## src/rtl/rega_pkg.sv

```systemverilog
// Shared types and limits for the irrigation timer controller.
// Holds the FSM state encoding and the BCD duration check.
package rega_pkg;

    typedef enum logic [2:0] {
        INIT,
        IDLE,
        LOAD,
        SETTLE,
        RUN,
        DONE,
        ABORT
    } stateT;

    localparam logic [3:0] UNIT_MAX = 4'd9;
    localparam logic [3:0] TENS_MAX = 4'd5;

    function automatic logic durValid(
        input logic [3:0] dm,
        input logic [3:0] um,
        input logic [3:0] ds,
        input logic [3:0] us
    );
        return (dm <= TENS_MAX) && (um <= UNIT_MAX) &&
               (ds <= TENS_MAX) && (us <= UNIT_MAX);
    endfunction

endpackage

```

## src/rtl/rega_sync_edge.sv

```systemverilog
// Two-flop synchronizer for a raw asynchronous input.
// Provides the synchronized level and a one-cycle rising-edge pulse.
module rega_sync_edge (
    input  logic clock,
    input  logic reset_n,
    input  logic din,
    output logic level,
    output logic rise
);

    logic meta;
    logic syncQ;
    logic prevQ;

    // metastability stage, stable stage, and a delayed copy for the edge
    always_ff @(posedge clock or negedge reset_n) begin
        if (!reset_n) begin
            meta  <= 1'b0;
            syncQ <= 1'b0;
            prevQ <= 1'b0;
        end else begin
            meta  <= din;
            syncQ <= meta;
            prevQ <= syncQ;
        end
    end

    assign level = syncQ;
    assign rise  = syncQ & ~prevQ;

endmodule

```

## src/rtl/rega_timer_ctrl.sv

```systemverilog
// Upstream controller for the irrigation countdown timer.
// Loads the duration, runs the count clock and drives the valve.
module rega_timer_ctrl
    import rega_pkg::*;
#(
    parameter int TICK_DIV    = 50000000,
    parameter int SCAN_DIV    = 50000,
    parameter int LOAD_CYCLES = 2
) (
    input  logic       clock,
    input  logic       reset_n,
    input  logic       start,
    input  logic       abort,
    input  logic       stop,
    input  logic [3:0] dur_dm,
    input  logic [3:0] dur_um,
    input  logic [3:0] dur_ds,
    input  logic [3:0] dur_us,
    output logic       new_clock,
    output logic [1:0] seletor,
    output logic [3:0] preset_dm,
    output logic [3:0] preset_um,
    output logic [3:0] preset_ds,
    output logic [3:0] preset_us,
    output logic [3:0] clear_dm,
    output logic [3:0] clear_um,
    output logic [3:0] clear_ds,
    output logic [3:0] clear_us,
    output logic       valve,
    output logic       busy,
    output logic       done,
    output logic       err
);

    localparam int TW = $clog2(TICK_DIV);
    localparam int SW = (SCAN_DIV > 1) ? $clog2(SCAN_DIV) : 1;
    localparam int CMAX = (LOAD_CYCLES > 3) ? LOAD_CYCLES : 3;
    localparam int CW = $clog2(CMAX + 1);

    localparam logic [TW-1:0] TICK_LAST = TW'(TICK_DIV - 1);
    // new_clock falls on the edge where the count becomes TICK_DIV/2-1
    localparam logic [TW-1:0] TICK_FALL = TW'(TICK_DIV / 2 - 2);
    localparam logic [SW-1:0] SCAN_LAST = SW'(SCAN_DIV - 1);
    localparam logic [CW-1:0] LOAD_LAST = CW'(LOAD_CYCLES - 1);
    localparam logic [CW-1:0] SETTLE_LAST = CW'(2);

    stateT state;
    logic [CW-1:0] cnt;
    logic [TW-1:0] tickCnt;
    logic [SW-1:0] scanCnt;
    logic [3:0] durDm, durUm, durDs, durUs;

    logic startPulse;
    logic abortPulse;
    logic stopLvl;
    logic startLvlUnused;
    logic abortLvlUnused;
    logic stopRiseUnused;

    rega_sync_edge uStartSync (
        .clock  (clock),
        .reset_n(reset_n),
        .din    (start),
        .level  (startLvlUnused),
        .rise   (startPulse)
    );

    rega_sync_edge uAbortSync (
        .clock  (clock),
        .reset_n(reset_n),
        .din    (abort),
        .level  (abortLvlUnused),
        .rise   (abortPulse)
    );

    rega_sync_edge uStopSync (
        .clock  (clock),
        .reset_n(reset_n),
        .din    (stop),
        .level  (stopLvl),
        .rise   (stopRiseUnused)
    );

    // free-running display scan, independent of the FSM
    always_ff @(posedge clock or negedge reset_n) begin
        if (!reset_n) begin
            scanCnt <= '0;
            seletor <= 2'd0;
        end else if (scanCnt == SCAN_LAST) begin
            scanCnt <= '0;
            seletor <= seletor + 2'd1;
        end else begin
            scanCnt <= scanCnt + 1'b1;
        end
    end

    // controller FSM with all timer-facing outputs registered
    always_ff @(posedge clock or negedge reset_n) begin
        if (!reset_n) begin
            state     <= INIT;
            cnt       <= '0;
            tickCnt   <= '0;
            new_clock <= 1'b0;
            durDm     <= 4'h0;
            durUm     <= 4'h0;
            durDs     <= 4'h0;
            durUs     <= 4'h0;
            preset_dm <= 4'hF;
            preset_um <= 4'hF;
            preset_ds <= 4'hF;
            preset_us <= 4'hF;
            clear_dm  <= 4'h0;
            clear_um  <= 4'h0;
            clear_ds  <= 4'h0;
            clear_us  <= 4'h0;
            valve     <= 1'b0;
            busy      <= 1'b0;
            done      <= 1'b0;
            err       <= 1'b0;
        end else begin
            done <= 1'b0;
            if (abortPulse && busy) begin
                state     <= ABORT;
                cnt       <= '0;
                tickCnt   <= '0;
                new_clock <= 1'b0;
                valve     <= 1'b0;
                busy      <= 1'b0;
                preset_dm <= 4'hF;
                preset_um <= 4'hF;
                preset_ds <= 4'hF;
                preset_us <= 4'hF;
                clear_dm  <= 4'h0;
                clear_um  <= 4'h0;
                clear_ds  <= 4'h0;
                clear_us  <= 4'h0;
            end else begin
                unique case (state)
                    INIT, ABORT: begin
                        if (cnt == LOAD_LAST) begin
                            state    <= IDLE;
                            cnt      <= '0;
                            clear_dm <= 4'hF;
                            clear_um <= 4'hF;
                            clear_ds <= 4'hF;
                            clear_us <= 4'hF;
                        end else begin
                            cnt <= cnt + 1'b1;
                        end
                    end
                    IDLE: begin
                        if (startPulse) begin
                            if (durValid(dur_dm, dur_um, dur_ds, dur_us)) begin
                                state     <= LOAD;
                                cnt       <= '0;
                                err       <= 1'b0;
                                busy      <= 1'b1;
                                durDm     <= dur_dm;
                                durUm     <= dur_um;
                                durDs     <= dur_ds;
                                durUs     <= dur_us;
                                preset_dm <= ~dur_dm;
                                preset_um <= ~dur_um;
                                preset_ds <= ~dur_ds;
                                preset_us <= ~dur_us;
                                clear_dm  <= dur_dm;
                                clear_um  <= dur_um;
                                clear_ds  <= dur_ds;
                                clear_us  <= dur_us;
                            end else begin
                                err <= 1'b1;
                            end
                        end
                    end
                    LOAD: begin
                        if (cnt == LOAD_LAST) begin
                            state     <= SETTLE;
                            cnt       <= '0;
                            preset_dm <= 4'hF;
                            preset_um <= 4'hF;
                            preset_ds <= 4'hF;
                            preset_us <= 4'hF;
                            clear_dm  <= 4'hF;
                            clear_um  <= 4'hF;
                            clear_ds  <= 4'hF;
                            clear_us  <= 4'hF;
                        end else begin
                            cnt       <= cnt + 1'b1;
                            preset_dm <= ~durDm;
                            preset_um <= ~durUm;
                            preset_ds <= ~durDs;
                            preset_us <= ~durUs;
                            clear_dm  <= durDm;
                            clear_um  <= durUm;
                            clear_ds  <= durDs;
                            clear_us  <= durUs;
                        end
                    end
                    SETTLE: begin
                        if (cnt == SETTLE_LAST) begin
                            cnt <= '0;
                            if (stopLvl) begin
                                state <= DONE;
                                done  <= 1'b1;
                                busy  <= 1'b0;
                            end else begin
                                state   <= RUN;
                                valve   <= 1'b1;
                                tickCnt <= '0;
                            end
                        end else begin
                            cnt <= cnt + 1'b1;
                        end
                    end
                    RUN: begin
                        if (stopLvl) begin
                            state     <= DONE;
                            done      <= 1'b1;
                            busy      <= 1'b0;
                            valve     <= 1'b0;
                            new_clock <= 1'b0;
                            tickCnt   <= '0;
                        end else if (tickCnt == TICK_LAST) begin
                            tickCnt   <= '0;
                            new_clock <= 1'b1;
                        end else begin
                            tickCnt <= tickCnt + 1'b1;
                            if (tickCnt == TICK_FALL) begin
                                new_clock <= 1'b0;
                            end
                        end
                    end
                    DONE: begin
                        state <= IDLE;
                    end
                    default: begin
                        state <= INIT;
                        cnt   <= '0;
                    end
                endcase
            end
        end
    end

endmodule

```

## config.mk

```make
export PLATFORM = sky130hd
export DESIGN_NAME = rega_timer_ctrl
export DESIGN_NICKNAME = d
export VERILOG_FILES = /design/src/rtl/rega_pkg.sv /design/src/rtl/rega_sync_edge.sv /design/src/rtl/rega_timer_ctrl.sv
export SDC_FILE = /design/constraint.sdc
export NUM_CORES = 1
export LEC_CHECK = 0
export BUFFER_PORTS_ARGS = -buffer_cell sky130_fd_sc_hd__buf_2
export CAP_MARGIN = 10
export CORE_ASPECT_RATIO = 1.2
export CORE_UTILIZATION = 40
export DETAILED_ROUTE_END_ITERATION = 10
export SYNTH_ARGS = -nofsm -noshare
export SYNTH_HDL_FRONTEND = slang
export SYNTH_SLANG_ARGS = --single-unit
```

## constraint.sdc

```tcl
create_clock -name clock -period 2.66 [get_ports clock]
set_input_delay 0.798 -clock clock [delete_from_list [all_inputs] [get_ports clock]]
set_output_delay 0.798 -clock clock [all_outputs]
set_load 0.02 [all_outputs]
```

==> metrics list, run 1 <==
- The worst hold path begins at uStartSync.meta.
* Maximum fanout encountered on the critical timing path: 16
- Setup Crit Path Kind: in2reg
- Hold-fix buffer count after cts: 0
- For the pin with the worst max-slew slack, the measured transition is ~710 ps.
* Run status: finished, final reports clean
* Wire length of the first global-routing pass: between 20000 and 25000 microns
- VDD sags by at most about 0.47 mV.
- The most critical setup path has its startpoint at dur_dm[3].
- Setup-failing EPs final: 0
- Compared with the post-synthesis result, the final layout area differs by 16.0%.
- Synthesized netlist net count: around 570
- Final Util: between 40% and 50%
* Highest attainable clock frequency: 426 MHz
- In this run, synthesis produced a sequential element count of 110.
* DR pass1 iterations: 5
- Number of cell rows: 46
- The worst path uses 88.3% of the clock period.
- Nets: around 630
- The via count of the first global-routing pass was 4083.
* Gpl congestion: between 0.8 and 0.9
* Worst hold-check path type: reg2reg
* Number of enable flip-flop cells after synthesis: 0
* Full die area: 0.0141 sq mm
- The die is roughly 130 microns tall.
* Clock net sink count: 110
* Maxcap violations: 0
- Wires add up to 12900 microns.
- After layout, the minimum clock period comes to 2350 ps.
* Synthesis warning total: 0
* Via-to-Cell Ratio: 5.63
- The library cell used most frequently in the layout, excluding fill and tap cells, is sky130_fd_sc_hd__dfrtp_1.
* Detail-routed net length per standard cell: 16.5 microns
* Worst clock skew: about 8.5 ps
- Sequential cells were found to cover approximately half of the synthesized design area.
* Share of flip-flops with an asynchronous set or reset after synthesis: 100%
* Library cells used by synthesis: about 60
- Dividing the synthesized area by the synthesized cell count gives just under 10 sq um.
- Clock Latency Late Sink: 340 ps
* CP Launch Type: input pin
- The clock passes through at most 2 buffers.
* Cell area after synthesis: roughly 0.0055 sq mm
* Count of antenna-violating nets left after detailed routing: 0
* # DRC: 0
* Buffer cell driving the clock tree root: sky130_fd_sc_hd__clkbuf_16
- In the synthesized netlist the dominant register cell turns out to be sky130_fd_sc_hd__dfrtp_1.
* Routed vias: between 4000 and 5000
* Proportion of layout cells with a drive suffix above 1: 24.4%
* Post-Synthesis Cells: 550
- Summed over all cells, the static leakage comes to roughly 2.7 nW.
- Antenna violations before repair: 0
* Type of destination of the critical path: register
* Total power divided by cell area: ~990 mW/mm^2
* Die boundary width: 109 microns
* Placed wire-length estimate: ~9000 microns
- Clock-pin slew was measured on the worst setup and hold paths at 70 ps.
* Signal arrival time at the worst endpoint: roughly 2600 ps
- Number of DRC markers in iteration 0: just under 300
* Number of H-tree branching levels: 3
- Pin placement for this block handled 60 I/O pins.
- The final count of hold timing violations was 0.
- Remaining Overflow, GRT: 0
* Area of the core: ~0.013 sq mm
- Initial cell density of the core: about two fifths
- In this run the critical register-to-register path is launched from tickCnt[10].
- The number of pins exceeding their max-slew limit in the final report is 0.
- Reg2reg setup slack: ~380 ps
- Relative max-transition margin: 52.6%
* Post-CTS setup-driven buffer insertion count: 0
- TritonCTS built the clock tree.
- For the worst setup path, the data required time is 2890 ps.
* Clock buffers created by TritonCTS: 9
- Highest-count cells in the layout ignoring fill and taps: sky130_fd_sc_hd__dfrtp_1, sky130_fd_sc_hd__a21oi_1, sky130_fd_sc_hd__buf_2
- Port buffering added between 50 and 60 buffers.
- Setup repair after global routing left no endpoint under its margin.
- Entering global routing, the biggest net connects 52 pins.
* Sum Neg Setup Slack: 0 ps
- # resized after CTS: 0
- Total routing usage reported by global routing: a little under a fifth
[synth_stat cells, types with 4 or more instances]
cell                       instances  area share, %
sky130_fd_sc_hd__nor4_1            6           0.69
sky130_fd_sc_hd__nor2_1           56            3.9
sky130_fd_sc_hd__xnor2_1          13            2.1
sky130_fd_sc_hd__nor3_1           11            1.0
sky130_fd_sc_hd__dfstp_2          16            7.7
sky130_fd_sc_hd__o31ai_1           4           0.55
sky130_fd_sc_hd__nand3_1          36            3.3
sky130_fd_sc_hd__dfrtp_1          94             43
sky130_fd_sc_hd__nor4b_1           4           0.64
sky130_fd_sc_hd__nand2b_1          7           0.80
sky130_fd_sc_hd__xor2_1           15            2.4
sky130_fd_sc_hd__clkbuf_1         18            1.2
sky130_fd_sc_hd__buf_2             4           0.37
sky130_fd_sc_hd__o21ai_0          14            1.3
sky130_fd_sc_hd__a21oi_1          65            6.0
sky130_fd_sc_hd__or4_1             6           0.83
sky130_fd_sc_hd__mux2_2           31            6.4
sky130_fd_sc_hd__nand4_1          13            1.5
sky130_fd_sc_hd__and3_1            5           0.57
sky130_fd_sc_hd__inv_1            11           0.76
sky130_fd_sc_hd__o22ai_1          16            1.8
sky130_fd_sc_hd__a31oi_1           9            1.0
sky130_fd_sc_hd__nand2_1          41            2.8
[worst paths after layout]
check	cells past startpoint	end
max	7	clear_dm[2]
min	0	uStartSync.level
max reg2reg	5	tickCnt[2]
min reg2reg	0	uStartSync.level
max in group asynchronous	2	uStopSync.meta
min in group asynchronous	1	tickCnt[5]
[where the power goes]
group          total, mW  internal (mW)  switching, mW
clock               1.35          0.757          0.590
sequential          2.32           2.09          0.230
combinational       2.63           1.03           1.60
[stage by stage]
stage / cell area, sq um / power, mW / cells / setup slack, ps / hold WS (ps)
floorplan: 5450 / 4.13 / 550 / 180 / 331
global placement: 6020 / 4.93 / 766 / -17.8 / 332
detailed placement: 6020 / 4.97 / 766 / -23.7 / 336
CTS: 6320 / 6.35 / 782 / 332 / 351
global route: 6320 / 6.69 / 782 / 250 / 364
finish: 6330 / 6.29 / 783 / 312 / 350
[cells by family (layout without fill, tap and decap cells)]
| family | after synthesis | count (layout) | share of synthesized area, % |
|---|---|---|---|
| simple gates | 204 | 204 | 19.3 |
| fa+ha+maj | 3 | 3 | 0.689 |
| flops | 110 | 110 | 50.9 |
| compound gates | 133 | 133 | 14.8 |
| xor+xnor | 28 | 28 | 4.50 |
| buf+inv | 41 | 105 | 3.42 |
| other cells | 0 | 1 | 0 |
| mux | 31 | 31 | 6.40 |
[routing by layer]
layer  up-vias  wire length, microns  track usage, %
met1      2144                  6020            27.8
met2       147                  5990            27.9
li1       2105                     -               -
met5         -                     0               0
met4         0                   152            6.52
met3        10                   746            3.95
[layout make-up]
| class | count | area, sq um |
|---|---|---|
| Clock inverter | 5 | 58.8 |
| Fill cell | 1248 | 6910 |
| Clock buffer | 11 | 243 |
| Multi-Input combinational cell | 399 | 2500 |
| Timing Repair Buffer | 77 | 495 |
| Sequential cell | 110 | 2770 |
| Tap cell | 168 | 210 |
| Antenna cell | 1 | 2.50 |
| Inverter | 12 | 45.0 |
[worst max-delay path: stages]
cell and delay (ps):
sky130_fd_sc_hd__buf_2 110, sky130_fd_sc_hd__nor4b_1 490, sky130_fd_sc_hd__nand4_1 210, sky130_fd_sc_hd__and2_1 260, sky130_fd_sc_hd__a21oi_2 170, sky130_fd_sc_hd__buf_12 170
sky130_fd_sc_hd__mux2_2 340
[sequential cells by signal, summed over array words and instances, names as in the netlist, 2 cells and up]
signal / count
clear_dm: 4
clear_ds: 4
clear_um: 4
clear_us: 4
cnt: 2
durDm: 4
durDs: 4
durUm: 4
durUs: 4
preset_dm: 4
preset_ds: 4
preset_um: 4
preset_us: 4
scanCnt: 16
seletor: 2
state: 3
tickCnt: 26
(Power assumes the default switching activity.)
==> run 2, diff against run 1 <==
REMOVE_ABC_BUFFERS = 1   (was default)
==> metrics list, run 2 (synthesis results as in run 1) <==
- The tightest min-delay check is of the reg2reg type.
- Total net switching power: 2.42 mW (-0.16%)
- Type of destination of the critical path: register
* Worst clock skew: 9.06 ps (+0.578 ps)
* Final Util: 47.5% (-0.25 points)
- The count of port buffers added during placement was 59 (unchanged).
- Proportion of layout cells with a drive suffix above 1: 24.7% (+0.29 points)
- The number of fillers in the final layout was 1306 (+4.6%).
* Full die area: 0.0141 sq mm (unchanged)
- The setup path with the least slack is of type reg2reg.
- Placement-stage worst setup slack: 105 ps (+129 ps)
- The overall die width was 109 microns (unchanged).
- The flip-flop count of the largest register, all copies and words added was 26 (unchanged).
* Detail-routed net length per standard cell: 16.3 microns (-1.4%)
- Clock edge transition at the registers on the reported setup and hold paths: 70 ps (about the same)
- Buffer cell driving the clock tree root: sky130_fd_sc_hd__clkbuf_16
* Signal arrival time at the worst endpoint: 2480 ps (-90 ps)
- The critical path goes through or4_1, nor4_4, a21oi_4, nor2_4, nor2_1.
* Remaining Overflow, GRT: 0 (unchanged)
* # resized after CTS: 0 (unchanged)
- Total Power Consumption: 6.20 mW (-1.4%)
- The wire length of the first global-routing pass is 21400 microns (+2.5%).
- The worst path setup slack after routing is 402 ps (+90.4 ps).
- Required time of the critical path: 2890 ps (about the same)
- The number of post-CTS setup repair buffers is 0 (unchanged).
* CP top delay family: simple AND/OR/NAND/NOR gates
- The final estimated routing congestion in global placement is 0.853 (+1.5%).
* Delay contributed by the slowest stage of the critical path: 630 ps (+140 ps)
- The register with the most flip-flops in the final layout is tickCnt.
- DR pass1 iterations: 5 (unchanged)
- The via count of the first global-routing pass came to 4242 (+3.9%).
- Shortest period the worst path allows: 2260 ps (-90.4 ps)
- Initial cell density of the core: 41.2% (unchanged)
- The combinational power share is 42.5% (+0.7 points).
* Run status: finished, final reports clean
- The total internal power came to 3.79 mW (-2.2%).
* Fraction of power consumed by sequential logic: 37.2% (+0.4 points)
* Final Hold Fails: 0 (unchanged)
* Slowest library cell on the worst path: sky130_fd_sc_hd__or4_1
- The final-stage net count came to 634 (+0.16%).
- The maximum number of pins on one net before global-route repair came to 111 (+110%).
- Static power due to leakage: 2.65 nW (-0.39%)
- Relative max-transition margin: 51.8% (-0.79 points)
- Largest regs: tickCnt x26, scanCnt x16
- The library cells used most frequently in the layout, excluding fill and tap cells, are sky130_fd_sc_hd__dfrtp_1, sky130_fd_sc_hd__a21oi_1, sky130_fd_sc_hd__buf_2.
- Area of the core: 0.0132 sq mm (unchanged)
- Antenna violations before repair: 0 (unchanged)
- The peak ir drop on the vdd network is 0.494 mV (+5.1%).
- The post-placement cell count was 767 (+0.13%).
- The number of cell rows is 46 (unchanged).
- STA classifies the critical path startpoint as a register.
- Period Utilization, post-route: 84.9% (-3.4 points)
- Number of H-tree branching levels: 3 (unchanged)
- Clock tree from TritonCTS: done
* Maximum fanout encountered on the critical timing path: 17 (+1)
* # DRC: 0 (unchanged)
- The standard cell area after detailed placement came to 0.00602 sq mm (about the same).
* Via-to-Cell Ratio: 5.68 (+0.93%)
- The vertical extent of the die is 130 microns (unchanged).
- Total power divided by cell area: 986 mW/mm^2 (-0.92%)
- RSZ-0062 raised after global routing: no
* Storage element area: 0.00277 sq mm (unchanged)
* Post-route insts no fill: 783 (unchanged)
* Number of DRC markers in iteration 0: 253 (-14%)
- Total routing usage reported by global routing: 19.5% (+0.52 points)
- Hold-fix buffer count after cts: 0 (unchanged)
* Total wire length after detailed routing: 12700 microns (-1.4%)
- The number of pins exceeding their max-slew limit in the final report is 0 (unchanged).
- The achievable clock frequency was 443 MHz (+4.0%).
- Compared with the post-synthesis result, the final layout area differs by 15.4%.
* Clock Latency Late Sink: 350 ps (about the same)
- The number of top-level design ports was 60 (unchanged).
- The switching part of the total power came to 39.0% (+0.49 points).
* Clock net sink count: 110 (unchanged)
* Clk pwr share: 20.3% (-1.1 points)
- The number of buffers on the longest clock path came to 2 (unchanged).
- Clock buffers created by TritonCTS: 9 (unchanged)
* Least-Margin Pin Slew: 721 ps (+11.7 ps)
* Setup-failing EPs final: 0 (unchanged)
- Placed wire-length estimate: 8700 microns (-3.6%)
- The area occupied by multi-input gates was 0.00250 sq mm (unchanged).
- The cell area after layout came to 0.00629 sq mm (-0.51%).
* Count of antenna-violating nets left after detailed routing: 0 (unchanged)
- Count of antenna diodes in the layout: 0 (-1)
- Maxcap violations: 0 (unchanged)
- The number of buffer and inverter instances along the worst setup path came to 0 (-2).
- Routed vias: 4447 (+0.93%)
- The library cell used most frequently in the layout, excluding fill and tap cells, is sky130_fd_sc_hd__dfrtp_1.
==> run 2: cell count changes in the layout (fill, tap and decap cells not counted), sizes merged <==
cell / previous run / this run
buf: 77 / 78
bufinv: 1 / 0
clkbuf: 11 / 10
clkinv: 3 / 4
clkinvlp: 2 / 3
diode: 1 / 0
==> run 2: stage by stage <==
stage | setup TNS (ps) | hold WS (ps)
3_3_place_gp | 0 | 332
5_1_grt | 0 | 362
2_1_floorplan | -12670 | 331
6_report | 0 | 351
3_5_place_dp | 0 | 338
4_1_cts | 0 | 353
==> run 2: final cells by class <==
type | count | area share [%]
clock inverters | 6 | 0.596
clock buffers | 10 | 3.80
multi-input cells | 399 | 39.7
well taps | 168 | 3.34
repair buffers | 78 | 7.79
flip-flops and latches | 110 | 44.1
inverters | 12 | 0.716
==> run 2: power by group through the flow <==
stage / Sequential [mW] / Clock (mW) / Combinational, mW
2_1_floorplan: 2.63 / 0 / 1.38
3_3_place_gp: 2.33 / 0 / 2.62
3_5_place_dp: 2.34 / 0 / 2.66
4_1_cts: 2.31 / 1.30 / 2.67
5_1_grt: 2.35 / 1.38 / 2.88
6_report: 2.31 / 1.26 / 2.64
==> run 2: final timing paths <==
check	startpoint	slack, ps	endpoint	depth (start not counted)
max	tickCnt[10]	400	tickCnt[21]	5
min	uStartSync.meta	350	uStartSync.level	0
max reg2reg	tickCnt[10]	400	tickCnt[21]	5
min reg2reg	uStartSync.meta	350	uStartSync.level	0
max in group asynchronous	reset_n	1650	cnt[0]	2
min in group asynchronous	reset_n	450	uStartSync.meta	2
==> run 2: metal layers <==
metal / vias to the layer above / GRT usage [%] / routed length, microns / part of all wire, %
li1: 2106 / - / - / -
met1: 2208 / 25.5 / 5550 / 44
met3: 16 / 2.80 / 626 / 4.9
met2: 117 / 32.7 / 6330 / 50
met4: 0 / 7.55 / 212 / 1.7
met5: - / 0 / 0 / 0
==> run 3, diff against run 2 <==
clock period = 2.3 ns   (was 2.66 ns; I/O delays follow)
==> metrics list, run 3 (synthesis results as in run 1) <==
- The sink count of the clock tree is 110 (unchanged).
- Remaining Overflow, GRT: 0 (unchanged)
- Highest-count cells in the layout ignoring fill and taps: sky130_fd_sc_hd__dfrtp_1, sky130_fd_sc_hd__a21oi_1, sky130_fd_sc_hd__buf_2
* Clock buffers created by TritonCTS: 9 (unchanged)
- Slowest library cell on the worst path: sky130_fd_sc_hd__or4_1
* Maxcap violations: 0 (unchanged)
* Number of cell rows: 46 (unchanged)
- Count of antenna diodes in the layout: 0 (unchanged)
- The number of top-level design ports was 60 (unchanged).
- The final count of hold timing violations is 0 (unchanged).
- Clock Latency Late Sink: 350 ps (about the same)
- The maximum number of pins on one net before global-route repair is 40 (-64%).
- The area enclosed by the die boundary is 0.0141 sq mm (unchanged).
- Syn-to-layout area delta: 20.1%
- DR pass1 iterations: 5 (unchanged)
- The via count of the first global-routing pass was 4383 (+3.3%).
- Antenna violations before repair: 0 (unchanged)
- The critical path is of the reg2reg type.
- tickCnt holds more flip-flops than any other register.
- Type of destination of the critical path: register
* Placed wire-length estimate: 9250 microns (+6.3%)
- The most numerous cell type found on the critical path is sky130_fd_sc_hd__buf_12.
* Clock edge transition at the registers on the reported setup and hold paths: 70 ps (about the same)
- The starting utilization of the core area came to 41.2% (unchanged).
* CP top delay family: simple AND/OR/NAND/NOR gates
- # DRC: 0 (unchanged)
- In the final layout, the registers with the most flip-flops are tickCnt x26, scanCnt x16.
- The count of final setup violators is 0 (unchanged).
- The flip-flop count of the largest register, all copies and words added is 26 (unchanged).
* Post-CTS setup-driven buffer insertion count: 0 (unchanged)
- Area of the core: 0.0132 sq mm (unchanged)
- The maximum fanout encountered on the critical timing path was 17 (unchanged).
- Required time of the critical path: 2530 ps (-360 ps)
- The fraction of layout instances using a drive strength above 1 was 27.6% (+2.9 points).
- Relative max-transition margin: 53.4% (+1.6 points)
- The slew at the pin with the worst max-slew slack came to 697 ps (-23.6 ps).
- The total wire length after detailed routing was 13100 microns (+2.7%).
- Buffers added on ports: 59 (unchanged)
* Placement-stage worst setup slack: -209 ps (-314 ps)
- The initial DRC count was 229 (-9.5%).
- The tree is rooted in a sky130_fd_sc_hd__clkbuf_16.
* Routed vias: 4515 (+1.5%)
* Hold-fix buffer count after cts: 0 (unchanged)
- Die outline height: 130 microns (unchanged)
- The power density over cell area came to 1130 mW/mm^2 (+15%).
* Number of H-tree branching levels: 3 (unchanged)
* Total routing usage reported by global routing: 19.5% (-0.054 points)
* Worst clock skew: 13.1 ps (+4.02 ps)
- Die boundary width: 109 microns (unchanged)
- Wire length of the first global-routing pass: 21400 microns (about the same)
- Number of max-slew violations in the final report: 0 (unchanged)
- Setup repair after global routing left no endpoint under its margin.
- The worst-case hold slack came to 332 ps (-18.5 ps).
- Worst hold-check path type: in2async
- Static power due to leakage: 2.80 nW (+5.6%)
- The endpoint arrival time on the critical path is 2350 ps (-130 ps).
- The number of buffers on the longest clock path came to 2 (unchanged).
- The time the worst path needs with I/O delays and setup was 2120 ps (-139 ps).
- The run finished with clean final reports.
* Highest attainable clock frequency: 472 MHz (+6.6%)
- The worst path setup slack after routing is 181 ps (-221 ps).
- The delay of the slowest critical-path stage came to 630 ps (about the same).
- The final estimated routing congestion in global placement was 0.811 (-5.0%).
- The library cell used most frequently in the layout, excluding fill and tap cells, is sky130_fd_sc_hd__dfrtp_1.
- CP Launch Type: register
* Period Utilization, post-route: 92.1% (+7.2 points)
* Clock tree from TritonCTS: done
- Walking the worst path, the cells encountered are or4_1, nor4_4, a21oi_4, buf_12, nor2_4, buf_12, a21oi_1.
- Buf+Inv Stages, Crit Path: 2 (+2)
* Detail-routed net length per standard cell: 16.2 microns (-0.60%)
* Count of antenna-violating nets left after detailed routing: 0 (unchanged)
- Highest ir drop seen on vdd: 0.639 mV (+29%)
* # resized after CTS: 0 (unchanged)
- Nets: 660 (+4.1%)
* Via-to-Cell Ratio: 5.58 (-1.7%)
run 3: cell types whose count changed in the layout (fill, tap and decap cells not counted), sizes merged:
cell	previous run	this run
buf	78	104
bufinv	0	1
clkinv	4	2
clkinvlp	3	2
inv	11	13
run 3: worst paths after layout:
| path | from | endpoint | slack (ps) | cells after the start |
|---|---|---|---|---|
| worst min register to register | uStartSync.meta | uStartSync.level | 370 | 0 |
| worst max-delay path | tickCnt[10] | tickCnt[20] | 180 | 7 |
| worst min-delay path | reset_n | clear_ds[3] | 330 | 1 |
| min in group clock | uStartSync.meta | uStartSync.level | 370 | 0 |
| max in group asynchronous | reset_n | uAbortSync.level | 1350 | 2 |
| worst max register to register | tickCnt[10] | tickCnt[20] | 180 | 7 |
run 3: worst reg2reg max path: stages, from the launching register on:
cell and delay [ps]:
sky130_fd_sc_hd__dfrtp_1 390, sky130_fd_sc_hd__or4_1 630, sky130_fd_sc_hd__nor4_4 390, sky130_fd_sc_hd__a21oi_4 110, sky130_fd_sc_hd__buf_12 160, sky130_fd_sc_hd__nor2_4 130
sky130_fd_sc_hd__buf_12 150, sky130_fd_sc_hd__a21oi_1 50
run 3: layout make-up:
type                            count  area [sq um]
Tap cell                          168           210
Inverter                           12          45.0
Sequential cell                   110          2770
Clock inverter                      6          70.1
Multi-Input combinational cell    399          2500
Clock buffer                       10           229
Fill cell                        1255          6690
Timing Repair Buffer              104           723
run 3: stage by stage:
stage / utilization [%] / instances / total power, mW / TNS, ps / area, sq um
floorplan: - / 521 / 4.64 / -25380 / 5310
global placement: 47.2 / 793 / 5.82 / -2100 / 6250
detailed placement: 47.2 / 793 / 5.91 / -5870 / 6250
CTS: 49.5 / 809 / 7.50 / 0 / 6550
global route: 49.5 / 809 / 7.91 / 0 / 6550
finish: 49.5 / 809 / 7.43 / 0 / 6550
run 3: power breakdown:
group          leakage (nW)  total (mW)  switching, mW  internal (mW)
Clock                 0.141        1.58          0.725          0.855
Combinational          1.30        3.19           1.88           1.31
Sequential             1.37        2.66          0.247           2.41
run 3: routing by layer:
layer | global-route usage, % | vias up | share of wire [%]
li1 | - | 2157 | -
met1 | 24.8 | 2238 | 44
met2 | 33.9 | 109 | 51
met3 | 1.95 | 11 | 3.4
met4 | 7.63 | 0 | 1.4
met5 | 0 | - | 0
